`src/rtl/jtag_pkg.sv`:
```
`default_nettype none
// ============================================================================
//  Module   : jtag_pkg
//  Purpose  : Shared constants for the JTAG master: TAP state encodings,
//             command codes, control FSM states and the TAP next-state table.
//  Revision : 1.0  initial release
// ============================================================================
package jtag_pkg;

   // TAP controller states, IEEE 1149.1 encoding
   localparam logic [3:0] c_tap_tlr      = 4'hF;
   localparam logic [3:0] c_tap_rti      = 4'hC;
   localparam logic [3:0] c_tap_sel_dr   = 4'h7;
   localparam logic [3:0] c_tap_cap_dr   = 4'h6;
   localparam logic [3:0] c_tap_sh_dr    = 4'h2;
   localparam logic [3:0] c_tap_ex1_dr   = 4'h1;
   localparam logic [3:0] c_tap_pause_dr = 4'h3;
   localparam logic [3:0] c_tap_ex2_dr   = 4'h0;
   localparam logic [3:0] c_tap_upd_dr   = 4'h5;
   localparam logic [3:0] c_tap_sel_ir   = 4'h4;
   localparam logic [3:0] c_tap_cap_ir   = 4'hE;
   localparam logic [3:0] c_tap_sh_ir    = 4'hA;
   localparam logic [3:0] c_tap_ex1_ir   = 4'h9;
   localparam logic [3:0] c_tap_pause_ir = 4'hB;
   localparam logic [3:0] c_tap_ex2_ir   = 4'h8;
   localparam logic [3:0] c_tap_upd_ir   = 4'hD;

   // Command codes on cmd_type
   localparam logic [1:0] c_cmd_reset = 2'd0;
   localparam logic [1:0] c_cmd_idle  = 2'd1;
   localparam logic [1:0] c_cmd_ir    = 2'd2;
   localparam logic [1:0] c_cmd_dr    = 2'd3;

   // Control FSM states
   typedef enum logic [2:0] {
      c_st_init_rst = 3'd0,
      c_st_ready    = 3'd1,
      c_st_hdr      = 3'd2,
      c_st_shift    = 3'd3,
      c_st_tail     = 3'd4,
      c_st_idle_run = 3'd5,
      c_st_resp     = 3'd6
   } ctl_state_t;

   // TAP state after one TCK rising edge with the given TMS
   function automatic logic [3:0] tap_next(input logic [3:0] state, input logic tms);
      logic [3:0] nxt;
      case (state)
         c_tap_tlr      : nxt = tms ? c_tap_tlr    : c_tap_rti;
         c_tap_rti      : nxt = tms ? c_tap_sel_dr : c_tap_rti;
         c_tap_sel_dr   : nxt = tms ? c_tap_sel_ir : c_tap_cap_dr;
         c_tap_cap_dr   : nxt = tms ? c_tap_ex1_dr : c_tap_sh_dr;
         c_tap_sh_dr    : nxt = tms ? c_tap_ex1_dr : c_tap_sh_dr;
         c_tap_ex1_dr   : nxt = tms ? c_tap_upd_dr : c_tap_pause_dr;
         c_tap_pause_dr : nxt = tms ? c_tap_ex2_dr : c_tap_pause_dr;
         c_tap_ex2_dr   : nxt = tms ? c_tap_upd_dr : c_tap_sh_dr;
         c_tap_upd_dr   : nxt = tms ? c_tap_sel_dr : c_tap_rti;
         c_tap_sel_ir   : nxt = tms ? c_tap_tlr    : c_tap_cap_ir;
         c_tap_cap_ir   : nxt = tms ? c_tap_ex1_ir : c_tap_sh_ir;
         c_tap_sh_ir    : nxt = tms ? c_tap_ex1_ir : c_tap_sh_ir;
         c_tap_ex1_ir   : nxt = tms ? c_tap_upd_ir : c_tap_pause_ir;
         c_tap_pause_ir : nxt = tms ? c_tap_ex2_ir : c_tap_pause_ir;
         c_tap_ex2_ir   : nxt = tms ? c_tap_upd_ir : c_tap_sh_ir;
         default        : nxt = tms ? c_tap_sel_dr : c_tap_rti;  // update-IR
      endcase
      return nxt;
   endfunction

endpackage
`default_nettype wire

```
`src/rtl/jtag_tck_gen.sv`:
```
`default_nettype none
// ============================================================================
//  Module   : jtag_tck_gen
//  Purpose  : Divides clk into TCK (DIV clk cycles per half period) while en
//             is high, with one-cycle strobes marking the clk edge on which
//             TCK rises or falls. TCK parks low when disabled.
//  Revision : 1.0  initial release
// ============================================================================
module jtag_tck_gen #(
   parameter int DIV = 4
)(
   input  logic clk,
   input  logic rst_n,
   input  logic en,
   output logic tck,
   output logic tck_rise,
   output logic tck_fall
);

   localparam int            CW     = (DIV > 1) ? $clog2(DIV) : 1;
   localparam logic [CW-1:0] c_last = CW'(DIV - 1);

   logic [CW-1:0] r_cnt;
   logic          r_tck;
   logic          w_edge;

   // The next clk edge toggles TCK when the half-period counter is exhausted
   assign w_edge   = en && (r_cnt == c_last);
   assign tck_rise = w_edge && !r_tck;
   assign tck_fall = w_edge &&  r_tck;
   assign tck      = r_tck;

   // Half-period counter and TCK toggle; disabling restarts from a low phase
   always_ff @(posedge clk or negedge rst_n) begin
      if (!rst_n) begin
         r_cnt <= '0;
         r_tck <= 1'b0;
      end else if (!en) begin
         r_cnt <= '0;
         r_tck <= 1'b0;
      end else if (w_edge) begin
         r_cnt <= '0;
         r_tck <= ~r_tck;
      end else begin
         r_cnt <= r_cnt + CW'(1);
      end
   end

endmodule
`default_nettype wire

```
`src/rtl/jtag_master.sv`:
```
`default_nettype none
// ============================================================================
//  Module   : jtag_master
//  Purpose  : Command-driven JTAG TAP driver. Runs TAP reset, idle, IR-scan
//             and DR-scan sequences from a valid/ready command port, drives
//             TCK/TMS/TDI/TRST, captures TDO and returns it on a response port.
//  Revision : 1.0  initial release
// ============================================================================
module jtag_master
   import jtag_pkg::*;
#(
   parameter int MAX_LEN = 32,
   parameter int DIV     = 4,
   parameter int LEN_W   = $clog2(MAX_LEN + 1)
)(
   input  logic               clk,
   input  logic               rst_n,
   input  logic               cmd_valid,
   output logic               cmd_ready,
   input  logic [1:0]         cmd_type,
   input  logic [LEN_W-1:0]   cmd_len,
   input  logic [MAX_LEN-1:0] cmd_data,
   output logic               rsp_valid,
   input  logic               rsp_ready,
   output logic [MAX_LEN-1:0] rsp_data,
   output logic [3:0]         tap_state,
   output logic               tck,
   output logic               tms,
   output logic               tdi,
   output logic               trst,
   input  logic               tdo
);

   localparam logic [LEN_W-1:0] c_max_len = LEN_W'(MAX_LEN);

   ctl_state_t         r_state, w_state_nxt;
   logic [2:0]         r_step, w_step_nxt;
   logic [LEN_W-1:0]   r_bit, w_bit_nxt;
   logic [LEN_W-1:0]   r_len;
   logic               r_is_ir, r_cmd_reset;
   logic               r_tms, w_tms_nxt;
   logic               r_tdi, w_tdi_nxt;
   logic               r_trst, w_trst_nxt;
   logic [3:0]         r_tap_state;
   logic [MAX_LEN-1:0] r_tdi_sr, r_tdo_sr, r_rsp_data;
   logic               w_accept, w_finish_scan;
   logic               w_run, w_rise, w_fall;
   logic [LEN_W-1:0]   w_len_clamped;
   logic [2:0]         w_hdr_last;

   assign cmd_ready = (r_state == c_st_ready);
   assign rsp_valid = (r_state == c_st_resp);
   assign rsp_data  = r_rsp_data;
   assign tap_state = r_tap_state;
   assign tms       = r_tms;
   assign tdi       = r_tdi;
   assign trst      = r_trst;

   assign w_len_clamped = (cmd_len > c_max_len) ? c_max_len : cmd_len;
   // Preamble is SelDR,SelIR,CapIR,ShIR for IR and SelDR,CapDR,ShDR for DR
   assign w_hdr_last    = r_is_ir ? 3'd3 : 3'd2;
   assign w_run         = (r_state == c_st_init_rst) || (r_state == c_st_hdr) ||
                          (r_state == c_st_shift)    || (r_state == c_st_tail) ||
                          (r_state == c_st_idle_run);

   jtag_tck_gen #(
      .DIV      (DIV)
   ) u_tck_gen (
      .clk      (clk),
      .rst_n    (rst_n),
      .en       (w_run),
      .tck      (tck),
      .tck_rise (w_rise),
      .tck_fall (w_fall)
   );

   // Control state register
   always_ff @(posedge clk or negedge rst_n) begin
      if (!rst_n) r_state <= c_st_init_rst;
      else        r_state <= w_state_nxt;
   end

   // Next state and next pin values; pins only change on the TCK-fall edge
   always_comb begin
      w_state_nxt   = r_state;
      w_step_nxt    = r_step;
      w_bit_nxt     = r_bit;
      w_tms_nxt     = r_tms;
      w_tdi_nxt     = r_tdi;
      w_trst_nxt    = r_trst;
      w_accept      = 1'b0;
      w_finish_scan = 1'b0;
      case (r_state)
         c_st_init_rst: begin
            if (w_fall) begin
               w_trst_nxt = 1'b0;
               if (r_step == 3'd5) begin
                  w_state_nxt = r_cmd_reset ? c_st_resp : c_st_ready;
                  w_tms_nxt   = 1'b0;
               end else begin
                  w_step_nxt = r_step + 3'd1;
                  w_tms_nxt  = (r_step != 3'd4);
               end
            end
         end
         c_st_ready: begin
            if (cmd_valid) begin
               w_accept   = 1'b1;
               w_step_nxt = 3'd0;
               w_bit_nxt  = '0;
               w_tdi_nxt  = 1'b0;
               case (cmd_type)
                  c_cmd_reset: begin
                     w_state_nxt = c_st_init_rst;
                     w_tms_nxt   = 1'b1;
                     w_trst_nxt  = 1'b1;
                  end
                  c_cmd_idle: begin
                     w_state_nxt = (cmd_len == '0) ? c_st_resp : c_st_idle_run;
                     w_tms_nxt   = 1'b0;
                  end
                  default: begin
                     w_state_nxt = (w_len_clamped == '0) ? c_st_resp : c_st_hdr;
                     w_tms_nxt   = (w_len_clamped != '0);
                  end
               endcase
            end
         end
         c_st_hdr: begin
            if (w_fall) begin
               if (r_step == w_hdr_last) begin
                  w_state_nxt = c_st_shift;
                  w_bit_nxt   = '0;
                  w_tms_nxt   = (r_len == LEN_W'(1));
                  w_tdi_nxt   = r_tdi_sr[0];
               end else begin
                  w_step_nxt = r_step + 3'd1;
                  w_tms_nxt  = r_is_ir && (r_step == 3'd0);
               end
            end
         end
         c_st_shift: begin
            if (w_fall) begin
               if (r_bit == r_len - LEN_W'(1)) begin
                  w_state_nxt = c_st_tail;
                  w_step_nxt  = 3'd0;
                  w_tms_nxt   = 1'b1;
                  w_tdi_nxt   = 1'b0;
               end else begin
                  w_bit_nxt = r_bit + LEN_W'(1);
                  w_tms_nxt = (r_bit + LEN_W'(2) == r_len);
                  w_tdi_nxt = r_tdi_sr[0];
               end
            end
         end
         c_st_tail: begin
            if (w_fall) begin
               w_tms_nxt = 1'b0;
               if (r_step == 3'd1) begin
                  w_state_nxt   = c_st_resp;
                  w_finish_scan = 1'b1;
               end else begin
                  w_step_nxt = 3'd1;
               end
            end
         end
         c_st_idle_run: begin
            if (w_fall) begin
               if (r_bit == r_len - LEN_W'(1)) w_state_nxt = c_st_resp;
               else                            w_bit_nxt   = r_bit + LEN_W'(1);
            end
         end
         c_st_resp: begin
            if (rsp_ready) w_state_nxt = c_st_ready;
         end
         default: w_state_nxt = c_st_init_rst;
      endcase
   end

   // Datapath: pin registers, TAP tracking, TDI/TDO shifters and response
   always_ff @(posedge clk or negedge rst_n) begin
      if (!rst_n) begin
         r_step      <= '0;
         r_bit       <= '0;
         r_len       <= '0;
         r_is_ir     <= 1'b0;
         r_cmd_reset <= 1'b0;
         r_tms       <= 1'b1;
         r_tdi       <= 1'b0;
         r_trst      <= 1'b0;
         r_tap_state <= c_tap_tlr;
         r_tdi_sr    <= '0;
         r_tdo_sr    <= '0;
         r_rsp_data  <= '0;
      end else begin
         r_step <= w_step_nxt;
         r_bit  <= w_bit_nxt;
         r_tms  <= w_tms_nxt;
         r_tdi  <= w_tdi_nxt;
         r_trst <= w_trst_nxt;
         if (w_accept) begin
            r_is_ir     <= (cmd_type == c_cmd_ir);
            r_cmd_reset <= (cmd_type == c_cmd_reset);
            r_len       <= (cmd_type == c_cmd_idle) ? cmd_len : w_len_clamped;
            r_tdi_sr    <= cmd_data;
            r_tdo_sr    <= '0;
            r_rsp_data  <= '0;
         end
         if (w_rise) begin
            r_tap_state <= r_trst ? c_tap_tlr : tap_next(r_tap_state, r_tms);
            // Captured bits enter at the MSB and are right-aligned at the end
            if (r_state == c_st_shift) begin
               r_tdo_sr <= {tdo, r_tdo_sr[MAX_LEN-1:1]};
               r_tdi_sr <= r_tdi_sr >> 1;
            end
         end
         if (w_finish_scan) r_rsp_data <= r_tdo_sr >> (c_max_len - r_len);
      end
   end

endmodule
`default_nettype wire

```
`config.mk`:
```
export PLATFORM = sky130hd
export DESIGN_NAME = jtag_master
export DESIGN_NICKNAME = d
export VERILOG_FILES = /design/src/rtl/jtag_pkg.sv /design/src/rtl/jtag_tck_gen.sv /design/src/rtl/jtag_master.sv
export SDC_FILE = /design/constraint.sdc
export NUM_CORES = 1
export LEC_CHECK = 0
export ABC_AREA = 1
export CAP_MARGIN = 30
export CELL_PAD_IN_SITES_DETAIL_PLACEMENT = 0
export CELL_PAD_IN_SITES_GLOBAL_PLACEMENT = 1
export CORE_ASPECT_RATIO = 2
export CORE_UTILIZATION = 41
export CTS_CLUSTER_DIAMETER = 80
export DETAILED_ROUTE_END_ITERATION = 6
export GPL_TIMING_DRIVEN = 0
export PLACE_DENSITY_LB_ADDON = 0.08
export SLEW_MARGIN = 20
export SYNTH_ARGS = -nofsm -noshare
export SYNTH_HDL_FRONTEND = slang
export SYNTH_SLANG_ARGS = --single-unit
```
`constraint.sdc`:
```
create_clock -name clk -period 3 [get_ports clk]
set_input_delay 0.6 -clock clk [delete_from_list [all_inputs] [get_ports clk]]
set_output_delay 0.6 -clock clk [all_outputs]
set_load 0.01 [all_outputs]
```
# Word level (Yosys, flattened, before mapping)
# Cells that the tools add are included.
# word_totals
regBits,126
input_bits,45
elab_cells,187
# classes
n_addsub,6
n_eq_ne,47
reduce_logical,30
n_mux,86
shifts,1
magnitude_cmp,1
bitwise,1
# op_table
cell,n
$mux W32,8
$mux W3,27
$pmux W4 S11,1
$mux W6,7
$shr A32 B6 Y32,1
$eq A4 B4 Y1 const B,6
$mux W1,24
$ne A2 B1 Y1 const B,12
$pmux W3 S7,1
$mux W2,9
$pmux W6 S3,1
$pmux W3 S5,1
$ne A2 B2 Y1 const B,7
$eq A3 B3 Y1 const B,4
$eq A4 B3 Y1 const B,3
$eq A6 B6 Y1,2
$logic_not A6 Y1,2
$reduce_and A12 Y1,1
$reduce_and A6 Y1,2
$reduce_and A10 Y1,1
$eq A4 B2 Y1 const B,2
$mux W4,2
$add A6 B1 Y6 const B,1
$add A6 B2 Y6 const B,1
31 further kinds,46

# Depth between registers and ports, before layout
# depth
ltp_word,10
ltp_mapped,16
mapped_depth_nobuf,14

# Cells and area by module
# Synthesis repeated with hierarchy kept, for this count alone.
# unflattened
hier_cells,1079
hier_area_um2,7712.4
# modules_own_cells
mod,instances,cells_per_inst,area_per_inst_um2
jtag_master,1,1063,7577.3
jtag_tck_gen,1,16,135.1

# Worst setup path before layout
# No wires, ideal clock.
# synth_path
kind,reg-to-reg
start,register r_len[0]
end,"register r_rsp_data[2], in the netlist rsp_data[2]"
setup_slack_ns,0.876
t_arrival_ns,2.008
stages_incl_launch_ff,15
path_buffers,4
path_cell_list,dfrtp_1 inv_1 clkbuf_1 ha_1 buf_2 inv_1 buf_2 buf_2 nand2_1 nand3_1 nand3_1 nand3_1 nand2_1 nand2_1 nand2_1
# synth_between
elab_chain_cells,3
# synth_lines
item,line_no,text
start: declaration,jtag_master.sv:39,logic [LEN_W-1:0] r_len;
start signal: assignment,jtag_master.sv:204,r_len <= (cmd_type == c_cmd_idle) ? cmd_len : w_len_clamped;
$sub A6 B6 Y6,jtag_master.sv:217,if (w_finish_scan) r_rsp_data <= r_tdo_sr >> (c_max_len - r_len);
$shr A32 B6 Y32,jtag_master.sv:217,
$mux W32,jtag_master.sv:217,
end signal: assignment,jtag_master.sv:217,
end: declaration,jtag_master.sv:45,"logic [MAX_LEN-1:0] r_tdi_sr, r_tdo_sr, r_rsp_data;"
# Every way passes these cells.
# A chain may end at the register's enable or synchronous reset.

# Worst setup path in the final report
# layout_path
start,register r_len[0]
end,"register r_rsp_data[6], in the netlist rsp_data[6]"
# Same word-level chain as after synthesis.

==> results_dict.tcl <==
set metrics [dict create \
    ant_nets 0 \
    power.density_nw_per_um2 535 \
    path_class "reg2reg" \
    synth_xor_area_share_pct 1.53 \
    synth_cells 1141 \
    die_h_um 199 \
    synth-seq-cells 126 \
    wire_per_inst_um 17.0 \
    leakage_nw 4.50 \
    post_cts_buffers 0 \
    drt_drc_violations_left 0 \
    clock_path_buffers 2 \
    syn_area_per_cell_um2 6.96 \
    hp-class "in2async" \
    final_cell_count_no_fill 1514 \
    rr_worst_depth 13 \
    slew_headroom_pct 54.0 \
    boundaryPins 87 \
    min_period_over_period_pct 90.1 \
    startpoint_type "flip-flop" \
    yosys-top-cells-count "415 x nand2_1, 193 x nand3_1, 121 x dfrtp_1" \
    finalCriticalPeriod_ns 2.70 \
    grt_first_pass_wirelength_um 41000 \
    cap_violations 0 \
    ys.flop_type "dfrtp_1" \
    rows 71 \
    rsz0062_at_grt "no" \
    grt_pass1_vias 8045 \
    cts-root-buf "clkbuf_16" \
    clk_latency_ns 0.42 \
    first_iter_violations 265 \
    die_area_um2 20000 \
    synth_area_leaders "dfrtp_1 38%, nand2_1 20%, nand3_1 12%, o21ai_0 3.8%, nor2_1 3.5%" \
    worst-endpoint-required_ns 3.31 \
    area_growth_pct 22.7 \
    crit_arrival_ns 3.02 \
    synth_edf_count 0 \
    clock_skew_ns 0.00938 \
    cp-end-kind "flip-flop" \
    clkSinkCount 126 \
    port_buffers 86 \
    h-tree-depth 4 \
    drv_slew 0 \
    crit_fanout 14 \
    hpwl_um 20700 \
    grt_usage_pct 27.4 \
    grt_start_max_net_pins 91 \
    hold_violations 0 \
    synthAdderAreaFrac_pct 1.26 \
    yosysWarnings 0 \
    synth_most_common_cell "nand2_1" \
    async_flop_share_pct 100 \
    finalWeightedCongestion 0.971 \
    status "complete, no violations" \
    synthesis.nets 1194 \
    synth_top_area_share_pct 38.1 \
    holdBufCountCts 0 \
    antenna_cells 0 \
    antenna_found_initial 0 \
    viasPerCell 5.13 \
    final_net_count 1299 \
    cts_buffers 17 \
    routed_wl_um 25800 \
    drive_gt1_share_pct 11.3 \
    seq_area_frac_synth_pct 39.8 \
    synth_mux_area_share_pct 0 \
    synth_compound_area_share_pct 8.94 \
    initial_core_util_pct 41.9 \
    ir_drop_v 0.000405 \
    synth-simple-area-share_pct 40.9 \
    fmax_ghz 0.370 \
    syn-cell-area_um2 7940 \
    worst_pin_slew_ns 0.690 \
    yosysTopAreaCell "dfrtp_1" \
    power_mw 5.21 \
    clk_pin_slew_worst_paths_ns 0.06 \
    final-setup-viol-count 0 \
    vias 7768 \
    grt_overflow 0 \
    core_area_um2 18900 \
    synth_top_family_by_area "simple AND/OR/NAND/NOR gates" \
    cts_tree "done" \
    die_x_um 100 \
    drt_pass1_iterations 5 \
    place_inst 1483 \
    synth_cell_types 39 \
]
[worst max-delay path, stage by stage, from the launching register on]
cell and delay, ns:
dfrtp_1 0.40, inv_1 0.36, ha_1 0.31, buf_2 0.20, inv_1 0.11, buf_2 0.25, buf_2 0.26, nand2_1 0.11
nand3_1 0.10, nand2_1 0.06, nand2_1 0.09, nand3_1 0.17, nand3_1 0.12, nand2_1 0.05
[flip-flops by register name, indices dropped and copies added, names as in the netlist, 2 cells and up]
name,count
rsp_data,32
tap_state,4
r_tdi_sr,32
r_tdo_sr,32
r_len,6
r_bit,6
u_tck_gen.r_cnt,2
r_state,3
r_step,3
[where the power goes]
part	switching, mW	internal (mW)	total (mW)
combinational	0.848	0.436	1.28
sequential	0.0577	1.78	1.84
clock	0.816	1.27	2.09
total	1.72	3.49	5.21
[layer usage]
layer  wire, um  GRT usage, %  vias up
met5          0             0        -
li1           -             -     3940
met4       1780          19.3        0
met1       8620          24.0     3561
met3        529          3.62       79
met2      14900          54.9      188
[layout by cell type, fill, tap and decap left out, drive strengths merged, types with 5 or more instances in the layout]
master / n
o21ai: 83
dfrtp: 121
nor3: 12
nand2: 420
xor2: 9
ha: 8
nor2: 86
clkbuf: 34
or2: 17
dfstp: 5
inv: 63
a31oi: 31
clkdlybuf4s50: 85
buf: 53
nand3: 199
[per-stage QoR]
| step | cell area (um^2) | hold slack [ns] | setup slack (ns) | util [%] | setup TNS [ns] |
|---|---|---|---|---|---|
| 2_1_floorplan | 7940 | 0.304 | 0.876 | - | 0 |
| 3_5_place_dp | 9150 | 0.443 | 0.0105 | 48.4 | 0 |
| 6_report | 9740 | 0.0428 | 0.297 | 51.5 | 0 |
| 4_1_cts | 9740 | 0.0433 | 0.0736 | 51.5 | 0 |
| 3_3_place_gp | 9120 | 0.436 | -3.78 | 48.2 | -466.09 |
| 5_1_grt | 9740 | 0.0558 | 0.0678 | 51.5 | 0 |
[cell type report]
class | count | area, um^2
Multi-Input combinational cell | 888 | 4180
Clock inverter | 12 | 135
Fill cell | 2030 | 9180
Tap cell | 255 | 319
Timing Repair Buffer | 87 | 893
Sequential cell | 126 | 3160
Buffer | 65 | 369
Clock buffer | 20 | 457
Inverter | 61 | 231
[timing repair]
| action | in CTS | in global routing |
|---|---|---|
| gates resized for setup | 1 | 0 |
| setup endpoints to repair | 2 | 12 |
| pin swaps | 0 | 0 |
[worst paths after layout]
path	from	end	slack, ns
setup / recovery	r_len[0]	rsp_data[6]	0.30
hold / removal	rst_n	rsp_data[2]	0.04
setup reg to reg	r_len[0]	rsp_data[6]	0.30
hold reg to reg	u_tck_gen.r_cnt[0]	u_tck_gen.r_cnt[0]	0.44
max in group asynchronous	rst_n	tap_state[2]	2.18
min in group clk	u_tck_gen.r_cnt[0]	u_tck_gen.r_cnt[0]	0.44
[logic make-up (layout without fill, tap and decap cells)]
kind of cell             after synthesis  in the layout
XOR/XNOR                              13             13
adder cells (fa/ha/maj)                8              8
flip-flops                           126            126
buffers and inverters                127            245
AND/OR/NAND/NOR                      739            739
AO/OA/AOI/OAI                        128            128
No activity file was read; power rests on OpenSTA's default activity.
